**src/rtl/mod_down_counter_pkg.sv**
```systemverilog
// mod_down_counter_pkg: state encoding and load-value clamp for the modulo-N down counter.
package mod_down_counter_pkg;
  typedef enum logic {IDLE = 1'b0, COUNT = 1'b1} state_t;
  function automatic int unsigned clamp_val(input int unsigned val, input int unsigned modulus);
    return (val >= modulus) ? modulus - 1 : val;
  endfunction
endpackage

```
**src/rtl/mod_down_counter_reg.sv**
```systemverilog
// counter_reg: WIDTH-bit register with synchronous active-high reset and load enable.
module counter_reg #(
  parameter int WIDTH = 3
) (
  input  logic             clk,
  input  logic             rst,
  input  logic             i_en,
  input  logic [WIDTH-1:0] i_d,
  output logic [WIDTH-1:0] o_q
);
  logic [WIDTH-1:0] r_q;
  always_ff @(posedge clk)
    if (rst) r_q <= '0;
    else if (i_en) r_q <= i_d;
  assign o_q = r_q;
endmodule

```
**src/rtl/mod_down_counter.sv**
```systemverilog
// mod_down_counter: loadable modulo-N down counter with terminal-count pulse and auto-reload.
// Define MOD_DOWN_COUNTER_UPDOWN_EN to add the 'up' port for up/down counting.
module mod_down_counter
  import mod_down_counter_pkg::*;
#(
  parameter int MODULUS = 5,
  parameter int WIDTH   = 3
) (
  input  logic             clk,
  input  logic             rst,
  input  logic             en,
  input  logic             load,
  input  logic [WIDTH-1:0] load_val,
  input  logic             auto_reload,
`ifdef MOD_DOWN_COUNTER_UPDOWN_EN
  input  logic             up,
`endif
  output logic [WIDTH-1:0] q,
  output logic             tc,
  output logic             busy
);
  localparam logic [WIDTH-1:0] MAX = WIDTH'(MODULUS - 1);
  state_t           r_state, w_state_d;
  logic             r_tc, w_tc_d, w_q_en, w_up, w_at_end;
  logic [WIDTH-1:0] w_q, w_q_d, w_load_q;
`ifdef MOD_DOWN_COUNTER_UPDOWN_EN
  assign w_up = up;
`else
  assign w_up = 1'b0;
`endif
  assign w_load_q = WIDTH'(clamp_val(32'(load_val), MODULUS));
  assign w_at_end = w_up ? (w_q == MAX) : (w_q == '0);
  counter_reg #(.WIDTH(WIDTH)) u_reg (
    .clk  (clk),
    .rst  (rst),
    .i_en (w_q_en),
    .i_d  (w_q_d),
    .o_q  (w_q)
  );
  always_ff @(posedge clk)
    if (rst) begin
      r_state <= IDLE;
      r_tc    <= 1'b0;
    end else begin
      r_state <= w_state_d;
      r_tc    <= w_tc_d;
    end
  // Terminal step either reloads to the opposite end or parks at the current end and idles.
  always_comb begin
    w_state_d = r_state;
    w_tc_d    = 1'b0;
    w_q_en    = 1'b0;
    w_q_d     = w_q;
    if (load) begin
      w_state_d = COUNT;
      w_q_en    = 1'b1;
      w_q_d     = w_load_q;
    end else if (r_state == COUNT && en) begin
      w_q_en = 1'b1;
      w_tc_d = w_at_end;
      w_q_d  = !w_at_end ? (w_up ? w_q + 1'b1 : w_q - 1'b1) :
               auto_reload ? (w_up ? '0 : MAX) : w_q;
      w_state_d = (w_at_end && !auto_reload) ? IDLE : COUNT;
    end
  end
  always_comb begin
    busy = (r_state == COUNT);
    tc   = r_tc;
    q    = w_q;
  end
endmodule

```
**config.mk**
```make
export PLATFORM = sky130hd
export DESIGN_NAME = mod_down_counter
export DESIGN_NICKNAME = d
export VERILOG_FILES = /design/src/rtl/mod_down_counter_pkg.sv /design/src/rtl/mod_down_counter_reg.sv /design/src/rtl/mod_down_counter.sv
export SDC_FILE = /design/constraint.sdc
export NUM_CORES = 1
export LEC_CHECK = 0
export BUFFER_PORTS_ARGS = -buffer_cell sky130_fd_sc_hd__buf_2
export CELL_PAD_IN_SITES_DETAIL_PLACEMENT = 1
export CELL_PAD_IN_SITES_GLOBAL_PLACEMENT = 1
export CORE_AREA = 10 10 47 49
export DETAILED_ROUTE_END_ITERATION = 12
export DIE_AREA = 0 0 57 59
export PLACE_DENSITY_LB_ADDON = 0.1
export SLEW_MARGIN = 20
export SYNTH_ARGS = -nofsm -noshare
export SYNTH_HDL_FRONTEND = slang
export SYNTH_SLANG_ARGS = --single-unit
```
**constraint.sdc**
```tcl
create_clock -name clk -period 2.7 [get_ports clk]
set_input_delay 0.54 -clock clk [delete_from_list [all_inputs] [get_ports clk]]
set_output_delay 0.54 -clock clk [all_outputs]
set_load 0.005 [all_outputs]
```
==> flow_metrics.tcl, run 1 <==
set metrics [dict create \
    status "completed" \
    drc_errors 0 \
    ys_seq_area_frac 0.3404 \
    fin_crit_sh 0.5406 \
    cellLeakagePower_uw 0.0001670 \
    rsz0062_at_grt "no" \
    synth_fa_ha_area_frac 0.04255 \
    numCtsBuffers 3 \
    core_mm2 0.001401 \
    syn_area_um2 294.0 \
    cts_tree "done" \
    max_freq_ghz 0.6851 \
    grt_pass1_vias 321 \
    routed_wirelength_um 890 \
    dieArea_mm2 0.003363 \
    num_rows 14 \
    wl_per_cell_um 13.91 \
    clk_latency_ns 0.24 \
    drv_cap 0 \
    die_y_um 59 \
    synth.area.mux_share 0 \
    htree_levels 1 \
    setup_viol 0 \
    die_width_um 57 \
    hp-start "busy" \
    antenna_found_initial 0 \
    cts_max_path_buffers 2 \
    r2r_start "u_reg.o_q[0]" \
    diodes 0 \
    finClkSkew_ns 0.006038 \
    clock-sinks 5 \
    grt_max_degree 10 \
    start_util 0.2098 \
    peakVddDrop_mv 0.1979 \
    ys_types 18 \
    tns_ns 0 \
    drive_gt1_frac 0.3750 \
    p_per_area_mw_per_mm2 547.1 \
    cp.arrival_ns 1.58 \
    clkTransAtPathRegs_ns 0.05 \
    synthSimpleGateAreaFrac 0.2894 \
    report.final.slew_viol_count 0 \
    dpl_worst_slack_ns 1.256 \
    drt_first_pass_iters 4 \
    startpoint "u_reg.o_q[0]" \
    clock-root-buffer "clkbuf_4" \
    synthTopCellsByArea "dfxtp_1 34%, nand2b_1 8.5%, a21oi_1 6.8%, o31a_1 6.0%, o221ai_2 5.1%" \
    endpoint_kind "flop" \
    synth_warnings 0 \
    vias 309 \
    cp_max_fo 6 \
    yosysTopAreaCellShare 0.3404 \
    hold_class "flop to flop" \
    hold_slack_ns 0.5657 \
    final_common_cell "buf_2" \
    tightest_slew_ns 0.2310 \
    synth_top_family_by_area "simple AND/OR/NAND/NOR gates" \
    synth_compound_area_frac 0.2638 \
    path_class "flop to flop" \
    nNetsFinal 58 \
    ant_nets 0 \
    avgSynthCellArea_um2 8.910 \
    cts_hold_buf 0 \
    grt_pass1_wl_um 1393 \
    vias_per_cell 4.828 \
    cts_resized 0 \
    gp_congestion 0.6645 \
    io_pins 13 \
    synth_top_area_cell "dfxtp_1" \
    finalWorstSetupSlack_ns 1.240 \
    hold_viol_final 0 \
    synth_xor_area_frac 0 \
    grt_overflow 0 \
    drt-initial-drc-count 6 \
    synthesis.instances 33 \
    synth_seq_cells 5 \
    total_power_uw 212.9 \
    syn_to_final_growth_pct 32.34 \
    synth_nets 42 \
    relSlewSlack 0.8446 \
    post-cts-setup-buffers 0 \
    dp_hpwl_um 728 \
    fin_crit_ns 1.460 \
    worstPathRequired_ns 2.83 \
    grtUsageTotal 0.05572 \
    start_kind "flop" \
    port_buffers 12 \
    mostFrequentLayoutCells "12 x buf_2, 5 x dfxtp_1, 4 x a21oi_1, 4 x nand2b_1" \
]
-- routing by layer --
| layer | up-vias | wire length [µm] | global-route usage |
|---|---|---|---|
| met5 | - | 0 | 0 |
| met4 | 0 | 9 | 0.05034 |
| met3 | 2 | 80 | 0.02790 |
| met2 | 10 | 419 | 0.07442 |
| met1 | 146 | 380 | 0.06287 |
| li1 | 151 | - | - |
-- worst paths after layout --
kind / to / slack [ns] / cells after the start
max: u_reg.o_q[1] / 1.24 / 5
min reg2reg: busy / 0.57 / 2
max reg2reg: u_reg.o_q[1] / 1.24 / 5
min: busy / 0.57 / 2
-- metrics by stage --
stage	util	cell area [µm²]	std cells
after detailed placement	0.2589	362.8	60
after floorplan	-	294.0	33
after global routing	0.2777	389.1	64
after global placement	0.2589	362.8	60
final	0.2777	389.1	64
after CTS	0.2777	389.1	64
-- flip-flops by register name, summed over array words and instances (netlist names) --
name / cells
busy: 1
tc: 1
u_reg.o_q: 3
-- worst max-delay path, cell delays in order, from the launching register on --
cell,delay [ns]
dfxtp_1,0.40
nor2_1,0.06
ha_1,0.22
nor2b_2,0.18
o31a_1,0.23
o31a_1,0.24
-- final cells by class --
| class | instances | area (µm²) |
|---|---|---|
| multi-input combinational | 25 | 175.2 |
| tap | 16 | 20.02 |
| sequential | 5 | 100.1 |
| inverter | 2 | 7.507 |
| clock buffer | 4 | 26.28 |
| fill | 188 | 1012 |
| timing repair buffer | 12 | 60.06 |
-- kinds of logic after synthesis --
kind of cell | Yosys count
and+or+nand+nor | 14
AOI/OAI and AO/OA | 10
DFF | 5
buffers and inverters | 3
adders and majority gates | 1
-- cells in the mapped netlist --
library cell	instances
a2111o_1	1
nand2b_1	4
o221ai_2	1
a221oi_1	1
nor2_1	2
nor4b_1	1
o31a_1	2
nor4_1	1
ha_1	1
dfxtp_1	5
and2_1	1
inv_1	2
o21ai_0	1
buf_6	1
or3_4	1
nor2b_2	1
a21oi_1	4
nand2_1	3
-- where the power goes --
part           switching [µW]  internal, µW  leakage [µW]  total (µW)
clock                    33.3          56.0     0.0000150        89.3
sequential               4.09          78.7     0.0000413        82.8
combinational            20.9          19.9      0.000111        40.8
total                    58.3           155      0.000167         213
No activity file was read; power rests on OpenSTA's default activity.
==> run 2: changes to the inputs <==
- clock period: 2.7 -> 1.3 ns (I/O delays scaled with it)
==> flow_metrics.tcl, run 2 (synthesis gave the netlist of run 1 again) <==
set metrics [dict create \
    clk_latency_ns 0.25 \
    die_y_um 59 \
    hold_class "primary input to flop" \
    finish.utilization 0.3393 \
    worstPathRequired_ns 1.44 \
    num_rows 14 \
    port_buffers 12 \
    ff_latch_area_um2 103.9 \
    nFillCells 184 \
    status "completed" \
    reg2reg_slack_ns 0.02 \
    fin_crit_ns 1.276 \
    relSlewSlack 0.8450 \
    finalWorstSetupSlack_ns 0.02366 \
    cts_max_path_buffers 2 \
    gp_congestion 0.7334 \
    path_class "flop to flop" \
    hold_viol_final 0 \
    cts_hold_buf 0 \
    routed_wirelength_um 970 \
    antenna_found_initial 0 \
    die_width_um 57 \
    start_kind "flop" \
    tightest_slew_ns 0.2293 \
    cts_tree "done" \
    numCtsBuffers 3 \
    multi_input_area_um2 220.2 \
    cellLeakagePower_uw 0.0002022 \
    io_pins 13 \
    use_met1 0.05868 \
    drv_cap 0 \
    drive_gt1_frac 0.6038 \
    core_mm2 0.001401 \
    dp_hpwl_um 803.1 \
    finClkSkew_ns 0.0009928 \
    top_usage_layer "met2" \
    clock-sinks 5 \
    cp.arrival_ns 1.41 \
    drc_errors 0 \
    mostFrequentLayoutCells "12 x buf_2, 5 x buf_4, 4 x a21oi_1, 4 x nand2b_1" \
    grt_overflow 0 \
    ant_nets 0 \
    drt-initial-drc-count 0 \
    dpl_worst_slack_ns 0.001612 \
    grt_max_degree 10 \
    p_per_area_mw_per_mm2 1031 \
    grt_use_met3 0.03863 \
    cp_max_fo 3 \
    diodes 0 \
    clock-root-buffer "clkbuf_4" \
    dieArea_mm2 0.003363 \
    fin_crit_sh 0.9818 \
    rsz0062_at_grt "yes" \
    endpoint_kind "flop" \
    report.final.slew_viol_count 0 \
    max_freq_ghz 0.7835 \
    grt_pass1_vias 370 \
    htree_levels 1 \
    grt_pass1_wl_um 1642 \
    vias_per_cell 4.638 \
    syn_to_final_growth_pct 61.70 \
    setup_viol 0 \
    largest_reg_flops 3 \
    nNetsFinal 63 \
    clkTransAtPathRegs_ns 0.05 \
    drt_first_pass_iters 1 \
    final_common_cell "buf_2" \
    peakVddDrop_mv 0.4919 \
    grtUsageTotal 0.06589 \
    start_util 0.2098 \
    wl_per_cell_um 14.06 \
    met2_usage 0.1039 \
    vias 320 \
]
## run 2: cell count changes in the layout (fill, tap and decap cells not counted), sizes merged
cell,previous run,this run
buf,12,17
## run 2: final cells by class
type,count,area share
Multi-Input combinational cell,25,0.4632
Tap cell,16,0.04211
Clock buffer,4,0.05526
Sequential cell,5,0.2184
Timing Repair Buffer,17,0.2053
Inverter,2,0.01579
## run 2: final timing paths
path	startpoint	endpoint	cells past startpoint
max	u_reg.o_q[0]	u_reg.o_q[1]	5
min	rst	u_reg.o_q[0]	2
max reg2reg	u_reg.o_q[0]	u_reg.o_q[1]	5
min reg2reg	busy	busy	2
## run 2: per-layer routing
| metal | routed length, µm | share of wire |
|---|---|---|
| met5 | 0 | 0 |
| met2 | 464 | 0.48 |
| met4 | 29 | 0.030 |
| met3 | 97 | 0.10 |
| met1 | 378 | 0.39 |
## run 2: worst max-delay path, cell delays in order, from the launching register on
cell	delay (ns)
dfxtp_2	0.33
nor2_2	0.05
ha_4	0.16
nor2b_4	0.14
o31a_1	0.23
o31a_1	0.26
## run 2: power breakdown
part	switching [µW]	leakage [µW]	internal (µW)
clock network	73.4	0.0000150	117
logic	62.1	0.000145	67.1
registers	6.36	0.0000423	165
## run 2: timing repair
item	CTS	global route
cloned	0	0
gates resized for setup	1	8
buffers inserted	0	1
pin swaps	0	5
setup endpoints to repair	2	3
## run 2: stage by stage
step | instances | TNS, ns | hold WS [ns] | total power, µW | instance area, µm²
global placement | 64 | 0 | 0.5377 | 274.9 | 399.1
finish | 69 | 0 | 0.2729 | 490.4 | 475.5
global route | 69 | -0.08154 | 0.2787 | 539.0 | 475.5
CTS | 68 | 0 | 0.2748 | 479.2 | 427.9
detailed placement | 64 | 0 | 0.5395 | 280.4 | 399.1
floorplan | 33 | 0 | 0.3291 | 229.0 | 300.3
==> run 3: changes to the inputs <==
- clock period: 1.3 -> 1.4 ns (I/O delays scaled with it)
==> flow_metrics.tcl, run 3 (synthesis gave the netlist of run 1 again) <==
set metrics [dict create \
    num_rows 14 \
    grt_pass1_vias 342 \
    dpl_worst_slack_ns 0.01312 \
    drt-initial-drc-count 3 \
    mostFrequentLayoutCells "12 x buf_2, 4 x a21oi_1, 4 x nand2b_1, 4 x dfxtp_1" \
    ant_nets 0 \
    hold_viol_final 0 \
    instances_no_fill 67 \
    wl_per_cell_um 13.57 \
    slowest_stage "dfxtp_1" \
    report.final.slew_viol_count 0 \
    drc_errors 0 \
    clock-sinks 5 \
    hold_class "primary input to flop" \
    drive_gt1_frac 0.4706 \
    finalWorstSetupSlack_ns 0.09709 \
    routed_wirelength_um 909 \
    grt_pass1_wl_um 1455 \
    switchingPower_uw 124.5 \
    htree_levels 1 \
    power_frac_clock 0.415 \
    drv_cap 0 \
    core_mm2 0.001401 \
    syn_to_final_growth_pct 43.83 \
    cp_common_cell "o31a_1" \
    peakVddDrop_mv 0.4219 \
    met1_length_um 399 \
    max_freq_ghz 0.7675 \
    wl_met3_um 59 \
    clock-root-buffer "clkbuf_4" \
    grt_max_degree 10 \
    cp.arrival_ns 1.45 \
    cp_max_fo 3 \
    nNetsFinal 61 \
    worstPathRequired_ns 1.55 \
    tns_ns 0 \
    hold_slack_ns 0.3080 \
    vias 313 \
    endpoint_kind "flop" \
    highest_layer "met4" \
    numCtsBuffers 3 \
    switching_share 0.2850 \
    diodes 0 \
    relSlewSlack 0.8302 \
    finClkSkew_ns 0.01118 \
    setup_viol 0 \
    drt_first_pass_iters 4 \
    wl_met2_um 435 \
    p_seq_frac 0.362 \
    start_kind "flop" \
    io_pins 13 \
    port_buffers 12 \
    dp.cells 62 \
    antenna_found_initial 0 \
    cellLeakagePower_uw 0.0001863 \
    clkTransAtPathRegs_ns 0.05 \
    tightest_slew_ns 0.2512 \
    vias_per_cell 4.672 \
    rsz0062_at_grt "no" \
    combPwrFrac 0.223 \
    path_class "flop to flop" \
    die_width_um 57 \
    p_int_uw 312.4 \
    dp_hpwl_um 737.1 \
    grt_overflow 0 \
    cts_tree "done" \
    fin_crit_ns 1.303 \
    gp_congestion 0.7066 \
    max_stage_delay_ns 0.35 \
    dieArea_mm2 0.003363 \
    status "completed" \
    fin_crit_sh 0.9307 \
    start_util 0.2098 \
    die_y_um 59 \
    clk_latency_ns 0.26 \
    cp_cell_sequence "nor2_2 > ha_2 > nor2b_4 > o31a_1 > o31a_1" \
    largest_reg_flops 3 \
    p_per_area_mw_per_mm2 1033 \
    final_common_cell "buf_2" \
    grtUsageTotal 0.05753 \
    cts_max_path_buffers 2 \
]
-- run 3: cell types whose count changed in the layout (fill, tap and decap cells not counted), sizes merged --
cell	previous run	this run
buf	17	15
-- run 3: cell type report --
| type | count | area, µm² |
|---|---|---|
| fillers | 178 | 978.4 |
| multi-input cells | 25 | 185.2 |
| flip-flops and latches | 5 | 101.3 |
| repair buffers | 15 | 82.58 |
| clock buffers | 4 | 26.28 |
| well taps | 16 | 20.02 |
| inverters | 2 | 7.507 |
-- run 3: timing repair --
action                                  in CTS  in global routing
endpoints found under the setup margin       0                  3
setup buffers                                0                  1
hold buffers                                 0                  0
resized for setup                            0                  4
-- run 3: metal layers --
layer | track usage | vias to the layer above
met5 | 0 | -
met4 | 0.04027 | 0
met3 | 0.02361 | 2
met2 | 0.09457 | 10
met1 | 0.05833 | 143
li1 | - | 158
-- run 3: through the flow --
step | area (µm²) | power [µW] | util
finish | 422.9 | 436.9 | 0.3018
global route | 422.9 | 473.2 | 0.3018
CTS | 404.1 | 431.6 | 0.2884
detailed placement | 377.9 | 248.1 | 0.2696
global placement | 377.9 | 246.2 | 0.2696
floorplan | 294.0 | 210.5 | -
-- run 3: final timing paths --
check             slack [ns]            to  cells after the start          from
setup reg to reg         0.1  u_reg.o_q[1]                      5  u_reg.o_q[1]
setup / recovery         0.1  u_reg.o_q[1]                      5  u_reg.o_q[1]
hold / removal          0.31          busy                      2           rst
hold reg to reg         0.56          busy                      2          busy
-- run 3: critical path, delay by kind of cell (launching register included) --
family | cells | cell delay, ns
compound gates | 2 | 0.47
flops | 1 | 0.35
fa+ha+maj | 1 | 0.19
simple gates | 2 | 0.18
-- run 3: power groups by stage --
stage | Clock [µW] | Sequential (µW) | Combinational (µW)
6_report | 181 | 158 | 97.2
3_3_place_gp | 0 | 159 | 86.9
5_1_grt | 204 | 159 | 110
3_5_place_dp | 0 | 160 | 88.0
4_1_cts | 186 | 157 | 88.7
2_1_floorplan | 0 | 162 | 48.1
